### config.mk
export PLATFORM = sky130hd
export DESIGN_NAME = gray_sweep_ctrl
export DESIGN_NICKNAME = d
export VERILOG_FILES = /design/src/rtl/gray_sweep_pkg.sv /design/src/rtl/gray_sweep_bin2gray.sv /design/src/rtl/gray_sweep_ctrl.sv
export SDC_FILE = /design/constraint.sdc
export NUM_CORES = 1
export LEC_CHECK = 0
export BUFFER_PORTS_ARGS = -buffer_cell sky130_fd_sc_hd__buf_4
export CAP_MARGIN = 20
export CORE_AREA = 4 4 56 58
export DETAILED_ROUTE_END_ITERATION = 10
export DIE_AREA = 0 0 60 62
export HOLD_SLACK_MARGIN = 0.06
export PLACE_DENSITY = 0.58
export SLEW_MARGIN = 20
export SYNTH_ARGS = -nofsm -noshare
export SYNTH_HDL_FRONTEND = slang
export SYNTH_HIERARCHICAL = 1
export SYNTH_SLANG_ARGS = --single-unit
### constraint.sdc
create_clock -name clk -period 2.3 [get_ports clk]
set_input_delay 0.46 -clock clk [delete_from_list [all_inputs] [get_ports clk]]
set_output_delay 0.46 -clock clk [all_outputs]
set_load 0.02 [all_outputs]
### src/rtl/gray_sweep_pkg.sv
// Shared types and helpers for the Gray-code sweep controller.
// popcount is only used when GRAY_SWEEP_CHECK_EN is defined.
package gray_sweep_pkg;

  localparam int MAX_W = 32;

  typedef enum logic [1:0] {IDLE, RUN, DONE} state_t;

  // Callers zero-extend into MAX_W bits and truncate the result back to their width.
  function automatic logic [MAX_W-1:0] bin2gray_f(input logic [MAX_W-1:0] b);
    return b ^ (b >> 1);
  endfunction

  function automatic int unsigned popcount(input logic [MAX_W-1:0] v);
    int unsigned n;
    n = 0;
    for (int i = 0; i < MAX_W; i++) n += {31'b0, v[i]};
    return n;
  endfunction

endpackage

### src/rtl/gray_sweep_bin2gray.sv
// Combinational binary-to-Gray converter.
module gray_sweep_bin2gray
  import gray_sweep_pkg::*;
#(
  parameter int WIDTH = 4
) (
  input  logic [WIDTH-1:0] bin,
  output logic [WIDTH-1:0] gray
);

  assign gray = WIDTH'(bin2gray_f(MAX_W'(bin)));

endmodule

### src/rtl/gray_sweep_ctrl.sv
// Sweeps a programmable range of binary codes and streams them with their Gray codes.
// Optional GRAY_SWEEP_CHECK_EN adds a sticky gray_err flag for non-unit-distance transfers.
module gray_sweep_ctrl
  import gray_sweep_pkg::*;
#(
  parameter int WIDTH = 4
) (
  input  logic             clk,
  input  logic             rst,
  input  logic             start,
  input  logic             abort,
  input  logic [WIDTH-1:0] cfg_first,
  input  logic [WIDTH-1:0] cfg_last,
  input  logic             cfg_dir,
  input  logic             cfg_loop,
  output logic [WIDTH-1:0] bin_out,
  output logic [WIDTH-1:0] gray_out,
  output logic             out_valid,
  input  logic             out_ready,
  output logic             busy,
`ifdef GRAY_SWEEP_CHECK_EN
  output logic             gray_err,
`endif
  output logic             done
);

  state_t           state, state_n;
  logic [WIDTH-1:0] bin_n;
  logic [WIDTH-1:0] first_q, last_q;
  logic             dir_q, loop_q;
  logic             load;

  // Abort outranks both start and transfer; cfg is only captured on load.
  always_comb begin
    state_n = state;
    bin_n   = bin_out;
    load    = 1'b0;
    case (state)
      IDLE: begin
        if (start && !abort) begin
          state_n = RUN;
          bin_n   = cfg_first;
          load    = 1'b1;
        end
      end
      RUN: begin
        if (abort) begin
          state_n = IDLE;
        end else if (out_ready) begin
          if (bin_out == last_q) begin
            if (loop_q) bin_n = first_q;
            else        state_n = DONE;
          end else begin
            bin_n = dir_q ? bin_out - WIDTH'(1) : bin_out + WIDTH'(1);
          end
        end
      end
      default: state_n = IDLE;
    endcase
  end

  always_ff @(posedge clk) begin
    if (rst) begin
      state   <= IDLE;
      bin_out <= '0;
      first_q <= '0;
      last_q  <= '0;
      dir_q   <= 1'b0;
      loop_q  <= 1'b0;
    end else begin
      state   <= state_n;
      bin_out <= bin_n;
      if (load) begin
        first_q <= cfg_first;
        last_q  <= cfg_last;
        dir_q   <= cfg_dir;
        loop_q  <= cfg_loop;
      end
    end
  end

  assign out_valid = (state == RUN);
  assign busy      = (state != IDLE);
  assign done      = (state == DONE);

  gray_sweep_bin2gray #(.WIDTH(WIDTH)) u_bin2gray (
    .bin  (bin_out),
    .gray (gray_out)
  );

`ifdef GRAY_SWEEP_CHECK_EN
  logic [WIDTH-1:0] prev_gray;
  logic             have_prev;
  logic             xfer;

  assign xfer = (state == RUN) && !abort && out_ready;

  // The word after a loop restart has no valid predecessor, so the comparison chain restarts.
  always_ff @(posedge clk) begin
    if (rst) begin
      gray_err  <= 1'b0;
      have_prev <= 1'b0;
      prev_gray <= '0;
    end else if (load) begin
      gray_err  <= 1'b0;
      have_prev <= 1'b0;
    end else if (xfer) begin
      if (have_prev && popcount(MAX_W'(prev_gray ^ gray_out)) != 1) gray_err <= 1'b1;
      prev_gray <= gray_out;
      have_prev <= !(loop_q && bin_out == last_q);
    end
  end
`endif

endmodule

==> Word level (Yosys, flattened, before mapping) <==
Cells that the tools add are included.
{ "op_classes": {"n_eq_ne": 10, "n_mux": 15, "reduce_logical": 7, "n_addsub": 2, "bitwise": 1} }
{ "op_table": {"columns": ["operator", "n"], "rows": [
  ["4-bit 2-to-1 mux", 6],
  ["2-bit 2-to-1 mux", 5],
  ["4-bit case mux with 2 select lines", 1],
  ["3-bit by 2-bit inequality test with 1-bit output (second input constant)", 2],
  ["3-bit inequality test (second input constant)", 2],
  ["5-bit AND reduction", 1],
  ["4-bit by 1-bit adder with 4-bit output (second input constant)", 1],
  ["4-bit == test", 1],
  ["2-bit inequality test (second input constant)", 2],
  ["2-bit case mux with 2 select lines", 1],
  ["4-bit AND reduction", 1],
  ["2-bit nonzero test", 2],
  ["4-bit by 1-bit subtractor with 4-bit output (second input constant)", 1],
  ["4-bit by 3-bit XOR with 4-bit output", 1],
  ["2-bit by 1-bit == test with 1-bit output (second input constant)", 1],
  ["2-bit == test (second input constant)", 1],
  ["2-bit zero test", 1],
  ["1-bit 2-to-1 mux", 2],
  ["2-bit by 1-bit inequality test with 1-bit output (second input constant)", 1],
  ["1-bit logical AND", 1],
  ["1-bit zero test", 1]
]} }
{ "totals": {"out_inout_bits": 11, "elab_cells": 41, "register_bits": 16, "input_bits": 15} }

==> Longest topological paths before layout <==
{ "logic_depth": {"depth_word": 6, "mapped_depth": 6, "depth_no_buf": 6} }

==> Hierarchy <==
The synthesis kept the hierarchy.
{ "modules_own_cells": {"columns": ["mod", "area_each_um2", "cells_each", "seq_area_each_um2", "instances"], "rows": [
  ["gray_sweep_ctrl", 844.6, 103, 320.3, 1],
  ["gray_sweep_bin2gray", 33.8, 4, 0.0, 1]
]} }

==> Worst setup path after synthesis <==
No wires, ideal clock.
{ "synth_path": {"path_type": "register to register", "startpoint": "reg bin_out[0]", "endpoint": "reg bin_out[2]", "path_buffers": 0, "t_arrival_ns": 1.651, "synth_period_minus_slack_ns": 1.773, "required_time_ns": 2.178, "setup_slack_ns": 0.527, "stages_incl_launch_ff": 7, "setup_time_ns": 0.122, "cell_sequence": "dfxtp_1 -> inv_1 -> fa_1 -> xnor2_1 -> mux2_2 -> o211ai_1 -> o21ai_1"} }
{ "synth_via": {"elab_chain_len": 6, "elab_cells_between_ends": 10, "classes_between": "add/sub (2); eq/ne (2); mux (5); reduce/logical (1)"} }
{ "synth_lines": {"columns": ["item", "line", "source"], "rows": [
  ["start: declaration", "gray_sweep_ctrl.sv:16", "output logic [WIDTH-1:0] bin_out,"],
  ["start signal: assignment", "gray_sweep_ctrl.sv:72", "bin_out <= bin_n;"],
  ["4-bit by 1-bit adder with 4-bit output / 4-bit by 1-bit subtractor with 4-bit output (equally long branches)", "gray_sweep_ctrl.sv:54", "bin_n = dir_q ? bin_out - WIDTH'(1) : bin_out + WIDTH'(1);"],
  ["4-bit 2-to-1 mux", "gray_sweep_ctrl.sv:54", null],
  ["4-bit 2-to-1 mux", "gray_sweep_ctrl.sv:50", "if (bin_out == last_q) begin"],
  ["4-bit 2-to-1 mux", "gray_sweep_ctrl.sv:49", "end else if (out_ready) begin"],
  ["4-bit 2-to-1 mux", "gray_sweep_ctrl.sv:47", "if (abort) begin"],
  ["4-bit case mux with 2 select lines", "gray_sweep_ctrl.sv:38", "case (state)"]
]} }
Parallel ways exist; a longest one is shown, timed or not. The select of a mux whose other input is x is not followed.
A chain may end at the register's enable or synchronous reset.

==> Final worst setup path <==
{ "layout_path": {"startpoint": "reg state[1]", "endpoint": "out out_valid"} }
{ "layout_via": {"elab_chain_len": 1} }
{ "layout_lines": {"columns": ["item", "line", "source"], "rows": [
  ["start: declaration", "gray_sweep_ctrl.sv:27", "state_t state, state_n;"],
  ["start signal: assignment", "gray_sweep_ctrl.sv:71", "state <= state_n;"],
  ["2-bit by 1-bit == test with 1-bit output", "gray_sweep_ctrl.sv:82", "assign out_valid = (state == RUN);"],
  ["end: declaration", "gray_sweep_ctrl.sv:18", "output logic out_valid,"]
]} }
No other way between the ends.

==> flow_summary_export.csv <==
group,metric,value,unit
run_status,status,"completed",
global_routing,grt_pass1_vias,731,
job,drv_cap,0,
min_path,min_path_cells,2,
setup_path,r2r_cells,6,
floorplanning,initial_utilization,32.99,%
timing,relSlewSlack,74.75,%
layout,multi_input_area,520.5,um^2
setup_path,cp-end-kind,"primary output",
detailed_routing,routed_wl,2.019,mm
detailed_routing,avgRoutedWirePerCell,12.46,um
setup_path,critPathMaxFanout,6,
floorplanning,fp.dieH,62,um
synth,synth.distinct_cells,33,
setup_path,r2r_end,"bin_out[2]",
pwr,power.total,676.5,uW
timing,fin_skew,0.008107,ns
timing,fin_crit_sh,77.94,%
timing,fin_crit,1.793,ns
timing,rsz0062_at_grt,"no",
global_routing,grtUsageTotal,11.78,%
layout,layout-drive-gt1-share,24.43,%
floorplanning,rows,19,
synth,synth_ff_type,"dfxtp_1",
synth,async_flop_share,0,%
synth,syn_nets,125,
floorplanning,dieArea,0.003720,mm^2
floorplanning,ios,26,
timing,final_max_slew_viol_count,0,
timing,holdWs,0.3799,ns
clock_tree,numCtsBuffers,3,
synth,yosysTopAreaCell,"dfxtp_1",
detailed_routing,vias_per_cell,4.870,
synth,ys_warn_count,6,
setup_path,reg2reg_from,"bin_out[1]",
synth,synth_edf_count,0,
global_routing,antenna_found_initial,0,
pwr,power_density,608.2,mW/mm^2
placed_design,place_congestion,0.7836,
min_path,min_path_type,"primary input to flip-flop",
clock_tree,cts_resized,0,
min_path,min_to,"state[1]",
clock_tree,cts_root_buf,"clkbuf_4",
pwr,vdd_drop_max,0.0003549,V
timing,setup_violations,0,
setup_path,crit_type,"flip-flop to primary output",
layout,nets,151,
layout,antenna-diode-count,0,
setup_path,crit_arrival,1.33,ns
floorplanning,fp.coreArea,0.002663,mm^2
layout,fillers,276,
layout,finish.utilization,41.78,%
timing,tns,0,ns
clock_tree,path_clk_slew,0.09,ns
timing,max_slew.worst_pin.slew,0.3771,ns
synth,ys_seq_area_share,36.47,%
global_routing,grt_pass1_wl,3.263,mm
global_routing,overflow,0,
synth,syn_inst,107,
synth,synth.avg_cell_area,8.209,um^2
setup_path,required,1.84,ns
clock_tree,cts_sinks,16,
min_path,worstHoldStart,"abort",
synth,synth_most_common_cell,"nand2_1",
detailed_routing,drt-pass1-iter-count,4,
clock_tree,cts_tree,"yes",
floorplanning,die_w,60,um
setup_path,worstSetupStartpointType,"flip-flop",
clock_tree,clockBufferDepth,2,
synth,synth_top_area_share,36.47,%
placed_design,port_buffers,25,
global_routing,grt_start_max_net_pins,19,
detailed_routing,drtIter0Drc,12,
setup_path,r2r_slack,0.52,ns
timing,fmax,557.8,MHz
clock_tree,hold_buffers,0,
detailed_routing,final_antenna_net_count,0,
synth,ys_ff_latch,16,
clock_tree,clk_latency,0.28,ns
timing,final_hold_viol_count,0,
clock_tree,cts_max_level,1,
synth,netlist_area,878.3,um^2
clock_tree,postCtsSetupBuffers,0,
detailed_routing,drcViolationCount,0,
synth,synth_common_cells,"nand2_1 (24), dfxtp_1 (16), a21oi_1 (13), nor2_1 (8), xnor2_1 (6)",
placed_design,hpwl,1.547,mm
layout,syn_to_final_growth,26.64,%
synth,synthTopCellsByArea,"dfxtp_1 (36%), nand2_1 (10%), a21oi_1 (7.4%)",
layout,register_area,320.3,um^2
pwr,p_leak,0.4772,nW
detailed_routing,vias,789,
## stage by stage
stage / instances / area [um^2] / setup slack, ns
2_1_floorplan: 107 / 878.3 / 0.5270
3_3_place_gp: 159 / 1090 / 0.5356
3_5_place_dp: 159 / 1090 / 0.5142
4_1_cts: 162 / 1112 / 0.5060
5_1_grt: 162 / 1112 / 0.4337
6_report: 162 / 1112 / 0.5074
## worst max-delay path: stages (launching register included)
cell and delay [ns]:
dfxtp_1 0.43, nand2b_1 0.27, inv_1 0.16, buf_4 0.19
## cell type report
class / count / area share, %
well taps: 31 / 3.487
clock buffers: 3 / 2.025
flip-flops and latches: 16 / 28.80
multi-input cells: 82 / 46.79
inverters: 4 / 1.350
repair buffers: 26 / 17.55
## report_power, final
group / internal, mW / switching (mW) / total [mW]
Combinational: 0.0983 / 0.116 / 0.214
Clock: 0.0607 / 0.0849 / 0.146
Sequential: 0.294 / 0.0233 / 0.317
## per-layer routing
layer / wire length, um / GRT usage (%)
met3: 47 / 1.860
met5: 0 / 0
met2: 1014 / 20.83
met4: 0 / 4.747
met1: 958 / 14.27
## layout by cell type (no fill, tap or decap), types with 2 or more instances in the layout
cell,count
clkbuf_4,3
dfxtp_1,16
ha_1,2
inv_1,4
nand2_1,24
a21oi_1,13
nand2b_1,2
buf_4,26
o211ai_1,3
xnor2_1,6
xor2_1,4
nor2_1,8
## how the worst max path moves through the flow
stage / from / end / depth (start not counted)
after global placement: bin_out[1] / bin_out[2] / 6
after global routing: state[1] / out_valid / 3
after floorplan: bin_out[0] / bin_out[2] / 6
after detailed placement: bin_out[0] / bin_out[2] / 6
after CTS: bin_out[1] / bin_out[2] / 6
final: state[1] / out_valid / 3
## registers in the layout, summed over array words and instances (netlist names)
register	cells
state	2
loop_q	1
last_q	4
dir_q	1
bin_out	4
first_q	4
## kinds of logic after synthesis
kind of cell	synth area share [%]
flip-flops	36.47
adder cells (fa/ha/maj)	5.128
XOR/XNOR	9.971
AND/OR/NAND/NOR	24.36
multiplexers	2.564
AO/OA/AOI/OAI	17.24
buffers and inverters	4.273
(Power assumes the default switching activity.)
